**src/rtl/t05_pkg.sv**
```systemverilog
// Shared types and constants for the byte-histogram accumulator.
package t05_pkg;

  localparam int          HIST_BINS = 256;
  localparam logic [31:0] CNT_MAX   = 32'hFFFF_FFFF;

  typedef enum logic [3:0] {
    S_IDLE,
    S_CLR_REQ,
    S_CLR_WAIT,
    S_GET,
    S_RD_REQ,
    S_RD_WAIT,
    S_WR_REQ,
    S_WR_WAIT,
    S_DONE
  } hist_state_t;

  // Saturating +1 used for the byte total; the counter sticks at all-ones.
  function automatic logic [31:0] sat_inc(input logic [31:0] v);
    return (v == CNT_MAX) ? v : v + 32'd1;
  endfunction

endpackage

```
**src/rtl/t05_sram_txn.sv**
```systemverilog
// One SRAM transaction handshake: raise the request, hold it until the
// interface reports busy, then flag completion on the cycle busy drops.
module t05_sram_txn (
  input  logic clk,
  input  logic rst,
  input  logic i_go,
  input  logic i_busy,
  output logic o_req,
  output logic o_acc,
  output logic o_done
);

  logic r_req;
  logic r_seen;

  // Request is held until the first busy cycle, then busy is tracked to its fall.
  always_ff @(posedge clk or negedge rst) begin
    if (!rst) begin
      r_req  <= 1'b0;
      r_seen <= 1'b0;
    end else begin
      if (i_go)
        r_req <= 1'b1;
      else if (r_req && i_busy)
        r_req <= 1'b0;

      if (r_req && i_busy)
        r_seen <= 1'b1;
      else if (r_seen && !i_busy)
        r_seen <= 1'b0;
    end
  end

  // Accept is the busy rise seen while requesting; done is the busy fall after it.
  always_comb begin
    o_req  = r_req;
    o_acc  = r_req & i_busy;
    o_done = r_seen & ~i_busy;
  end

endmodule

```
**src/rtl/t05_histogram_accum.sv**
```systemverilog
// Byte-frequency histogram: clears every bin in SRAM, then does one
// read-modify-write per accepted byte, with saturating counters.
module t05_histogram_accum
  import t05_pkg::*;
#(
  parameter int NUM_BINS = HIST_BINS,
  parameter int CNT_W    = 32
) (
  input  logic             clk,
  input  logic             rst,
  input  logic             start,
  input  logic             in_valid,
  input  logic [7:0]       in_data,
  input  logic             in_last,
  output logic             in_ready,
  output logic [CNT_W-1:0] histogram,
  output logic [7:0]       histgram_addr,
  output logic             hist_r_wr,
  output logic             sram_req,
  input  logic             sram_busy,
  input  logic [CNT_W-1:0] old_char,
  output logic [31:0]      total,
  output logic             hist_done,
  output logic             hist_busy
);

  localparam logic [7:0]       LAST_IDX = 8'(NUM_BINS - 1);
  localparam logic [CNT_W-1:0] BIN_MAX  = {CNT_W{1'b1}};
  localparam logic [CNT_W-1:0] BIN_ONE  = {{(CNT_W-1){1'b0}}, 1'b1};

  hist_state_t      r_state, w_next;
  logic [7:0]       r_clr_idx;
  logic [7:0]       r_addr;
  logic [CNT_W-1:0] r_hist;
  logic             r_wr;
  logic             r_last;
  logic [31:0]      r_total;
  logic             w_go, w_acc, w_done;

  t05_sram_txn u_txn (
    .clk    (clk),
    .rst    (rst),
    .i_go   (w_go),
    .i_busy (sram_busy),
    .o_req  (sram_req),
    .o_acc  (w_acc),
    .o_done (w_done)
  );

  // State register.
  always_ff @(posedge clk or negedge rst) begin
    if (!rst) r_state <= S_IDLE;
    else      r_state <= w_next;
  end

  // Next state; w_go fires on every transition into a request state.
  always_comb begin
    w_next = r_state;
    w_go   = 1'b0;
    case (r_state)
      S_IDLE:     if (start) begin w_next = S_CLR_REQ; w_go = 1'b1; end
      S_CLR_REQ:  if (w_acc) w_next = S_CLR_WAIT;
      S_CLR_WAIT: if (w_done) begin
                    if (r_clr_idx == LAST_IDX) w_next = S_GET;
                    else begin w_next = S_CLR_REQ; w_go = 1'b1; end
                  end
      S_GET:      if (in_valid) begin w_next = S_RD_REQ; w_go = 1'b1; end
      S_RD_REQ:   if (w_acc) w_next = S_RD_WAIT;
      S_RD_WAIT:  if (w_done) begin w_next = S_WR_REQ; w_go = 1'b1; end
      S_WR_REQ:   if (w_acc) w_next = S_WR_WAIT;
      S_WR_WAIT:  if (w_done) w_next = r_last ? S_DONE : S_GET;
      S_DONE:     w_next = S_IDLE;
      default:    w_next = S_IDLE;
    endcase
  end

  // Transaction fields are loaded only at phase boundaries, so they stay
  // stable for the full request/busy window.
  always_ff @(posedge clk or negedge rst) begin
    if (!rst) begin
      r_clr_idx <= '0;
      r_addr    <= '0;
      r_hist    <= '0;
      r_wr      <= 1'b0;
      r_last    <= 1'b0;
      r_total   <= '0;
    end else begin
      case (r_state)
        S_IDLE: if (start) begin
          r_clr_idx <= '0;
          r_addr    <= '0;
          r_hist    <= '0;
          r_wr      <= 1'b1;
          r_total   <= '0;
        end
        S_CLR_WAIT: if (w_done && r_clr_idx != LAST_IDX) begin
          r_clr_idx <= r_clr_idx + 8'd1;
          r_addr    <= r_clr_idx + 8'd1;
        end
        S_GET: if (in_valid) begin
          r_addr  <= in_data;
          r_last  <= in_last;
          r_wr    <= 1'b0;
          r_total <= sat_inc(r_total);
        end
        S_RD_WAIT: if (w_done) begin
          r_hist <= (old_char == BIN_MAX) ? old_char : old_char + BIN_ONE;
          r_wr   <= 1'b1;
        end
        default: ;
      endcase
    end
  end

  // Status outputs decoded from state; SRAM fields straight from registers.
  always_comb begin
    in_ready      = (r_state == S_GET);
    hist_busy     = (r_state != S_IDLE);
    hist_done     = (r_state == S_DONE);
    histogram     = r_hist;
    histgram_addr = r_addr;
    hist_r_wr     = r_wr;
    total         = r_total;
  end

endmodule

```
**config.mk**
```make
export PLATFORM = sky130hd
export DESIGN_NAME = t05_histogram_accum
export DESIGN_NICKNAME = d
export VERILOG_FILES = /design/src/rtl/t05_pkg.sv /design/src/rtl/t05_sram_txn.sv /design/src/rtl/t05_histogram_accum.sv
export SDC_FILE = /design/constraint.sdc
export NUM_CORES = 1
export LEC_CHECK = 0
export BUFFER_PORTS_ARGS = -buffer_cell sky130_fd_sc_hd__clkbuf_2
export CAP_MARGIN = 10
export CORE_MARGIN = 2
export CORE_UTILIZATION = 55
export CTS_CLUSTER_SIZE = 20
export DETAILED_ROUTE_END_ITERATION = 16
export MAX_ROUTING_LAYER = met4
export PLACE_DENSITY = 0.81
export SLEW_MARGIN = 10
export SYNTH_ARGS = -nofsm -noshare
export SYNTH_HDL_FRONTEND = slang
export SYNTH_HIERARCHICAL = 1
export SYNTH_SLANG_ARGS = --single-unit
```
**constraint.sdc**
```tcl
create_clock -name clk -period 6.5 [get_ports clk]
set_clock_uncertainty 0.1 [all_clocks]
set_input_delay 0.325 -clock clk [delete_from_list [all_inputs] [get_ports clk]]
set_output_delay 0.325 -clock clk [all_outputs]
set_load 0.05 [all_outputs]
```
==> qor.txt <==
Arrival @ worst endpoint: 3.55 ns
vias per cell: 6.36
Wirelength per Cell: 17.3 µm
worst-path fanout max: 25
critical path startpoint category: flip-flop
total grt overflow: 0
vias after detailed routing: 5404
Root Driver: clkbuf_8
mux cell area share after synthesis: 2.46%
H-tree Lvls: 3
Netlist Area Pre-Place: 5280 µm²
top cells by area, synth: dfrtp_1, nand3_1, nand2_1
Post-Synth Adder-Cell Area: 0.711%
Endpoint, Worst Hold: u_txn/r_seen$_DFFE_PN0P_
setup TNS: 0 ns
Worst R2R Path Depth: 7
fmax: 293 MHz
Worst slew margin: 24.8%
post-route ant nets: 0
Post-Route WL: 14700 µm
post-DP HPWL: 10600 µm
Leakage: 2.68 nW
Async SR Flop Fraction: 100%
area grow syn2layout: 17.3%
die area: 10400 µm²
PwrDens: 426 nW/µm²
Setup Buffers After CTS: 0
io pins: 123
Worst Max-Slew Pin Slew: 1.12 ns
fin. max-slew vios: 0
clock period minus worst slack: 3.41 ns
largest net degree at the start of global routing: 67
R2R Path Start: r_state[1]$_DFFE_PN0P_
CTS resizes: 0
hold depth: 3
CTS tree: yes
hold buffers post-CTS: 1
Residual DRC: 0
Synth top area share: 41.7%
Worst EP required: 6.64 ns
Total GRT Usage: 29.6%
Final #Nets: 766
synthesized area per cell: 8.64 µm²
leading register cell type out of synthesis: dfrtp_1
commonest non-fill, non-tap cells in the layout: clkbuf_2, dfrtp_1, nand2_1
XOR/XNOR Fraction of Synth Area: 1.33%
overall die height: 102 µm
peak supply drop: 0.291 mV
final hold violation count: 0
Max Cap Violations: 0
main combinational cell family by area after synthesis: simple AND/OR/NAND/NOR gates
final core occ: 66.7%
first-pass GRT wire length: 24000 µm
vias in the first global route: 4956
DRT Pass-1 Iters: 7
CTS Buf Count: 9
Synth cell types: 72
CP endpoint kind: flip-flop
Synth area leader: dfrtp_1
status: complete, no violations
final cycle utilization of the critical path: 52.5%
Worst Path Class, Setup: flip-flop to flip-flop
post-synthesis sequential area ratio: 41.7%
Ant. Diodes: 0
syn_nets: 660
GP Congestion: 0.926
r2r endpoint: total[15]$_DFFE_PN0P_
CTS sink count: 88
Post-Synth Simple-Gate Area: 31.3%
Setup violations, final: 0
Worst Hold Class: input port to flip-flop
Post-synth EDFFs: 0
clk_lat worst skew: 0.36 ns
port bufs: 122
Rows: 35
chip width: 102 µm
share of cells above drive strength 1: 23.9%
Worst Min Path Start: sram_busy
Detailed Route Iter0 Violations: 407
Initial Util: 56.9%
Synth Register Bits: 88
compound-gate portion of the synthesized area: 19.1%
Worst-path clk slew: 0.09 ns
total core area: 9280 µm²
unrepaired setup endpoints after global routing: no
r2r setup slk: 3.09 ns
Post-Syn Instances: 611
clk buf depth: 2
Synth Warn #: 6
commonest non-fill, non-tap cell in the layout: clkbuf_2
antenna violations before repair: 0
cell families after synthesis:
logic type / count (synthesis)
AND/OR/NAND/NOR: 303
AO/OA/AOI/OAI: 153
multiplexers: 12
XOR/XNOR: 8
adder cells (fa/ha/maj): 3
flip-flops: 88
buffers and inverters: 44
worst max-delay path by stage:
stage,start,to,slack (ns),cells after the start
2_1_floorplan,total[0]$_DFFE_PN0P_,total[28]$_DFFE_PN0P_,3.69,6
5_1_grt,r_state[1]$_DFFE_PN0P_,total[16]$_DFFE_PN0P_,2.83,7
4_1_cts,r_state[1]$_DFFE_PN0P_,total[0]$_DFFE_PN0P_,2.99,6
6_report,r_state[1]$_DFFE_PN0P_,total[15]$_DFFE_PN0P_,3.09,7
3_3_place_gp,r_state[1]$_DFFE_PN0P_,total[16]$_DFFE_PN0P_,3.14,6
3_5_place_dp,r_state[1]$_DFFE_PN0P_,total[0]$_DFFE_PN0P_,3.02,6
where the power goes:
group          internal [mW]  switching (mW)  total, mW
Sequential             0.731           0.168      0.900
Clock                  0.217           0.211      0.429
Combinational          0.322           0.988       1.31
Total                   1.27            1.37       2.64
stage by stage:
stage / std cells / cell area [µm²] / worst slack, ns / power [mW] / hold slack, ns
after floorplan: 611 / 5280 / 3.69 / 1.87 / -0.0706
after global placement: 833 / 5960 / 3.14 / 2.18 / 0.130
after detailed placement: 833 / 5960 / 3.02 / 2.21 / 0.128
after CTS: 849 / 6190 / 2.99 / 2.64 / 0.0943
after global routing: 850 / 6190 / 2.83 / 2.78 / 0.109
final: 850 / 6190 / 3.09 / 2.64 / 0.106
metal layers:
metal	track usage (%)	part of all wire [%]	routed length, µm
met1	38.8	44	6380
met3	3.90	6.0	879
met4	9.23	1.6	237
met2	48.0	49	7170
met5	-	0	0
synthesized netlist by cell type, types with 3 or more instances:
cell type,instances
a31oi_1,7
or4_1,19
nand2b_1,3
a221oi_1,3
nor2_1,39
buf_2,3
ha_1,3
o31ai_1,13
mux2_2,8
inv_1,9
xor2_1,5
or3_1,25
a21oi_1,39
buf_1,3
nand3_1,51
dfrtp_1,88
mux2i_1,4
nand2_1,62
nand4_1,27
nor3_1,19
and2_1,5
o21ai_0,37
o311a_1,3
and3_1,13
nor4_1,9
o211ai_1,16
or2_2,5
xnor2_1,3
nor2b_1,3
nand3b_1,4
a32oi_1,8
clkbuf_1,26
sequential cells by signal, summed over array words and instances, names as in the netlist:
signal and flops:
r_clr_idx 8, histogram 32, r_state 4, r_last 1, u_txn/o_req 1, u_txn/r_seen 1, hist_r_wr 1, total 32
histgram_addr 8
layout make-up:
class / count / area [µm²]
fill: 829 / 3090
multi-input combinational: 479 / 2910
sequential: 88 / 2200
timing repair buffer: 129 / 666
tap: 129 / 161
clock buffer: 9 / 124
clock inverter: 6 / 92.6
inverter: 10 / 37.5
worst max-delay path, stage by stage (launching register included):
cell and delay [ns]:
dfrtp_1 0.63, nand4bb_1 0.41, or4_1 0.70, nor4_2 0.55
clkbuf_2 0.30, buf_4 0.26, or3_1 0.24, o31ai_1 0.10
Power figures use the tool's default switching activity.
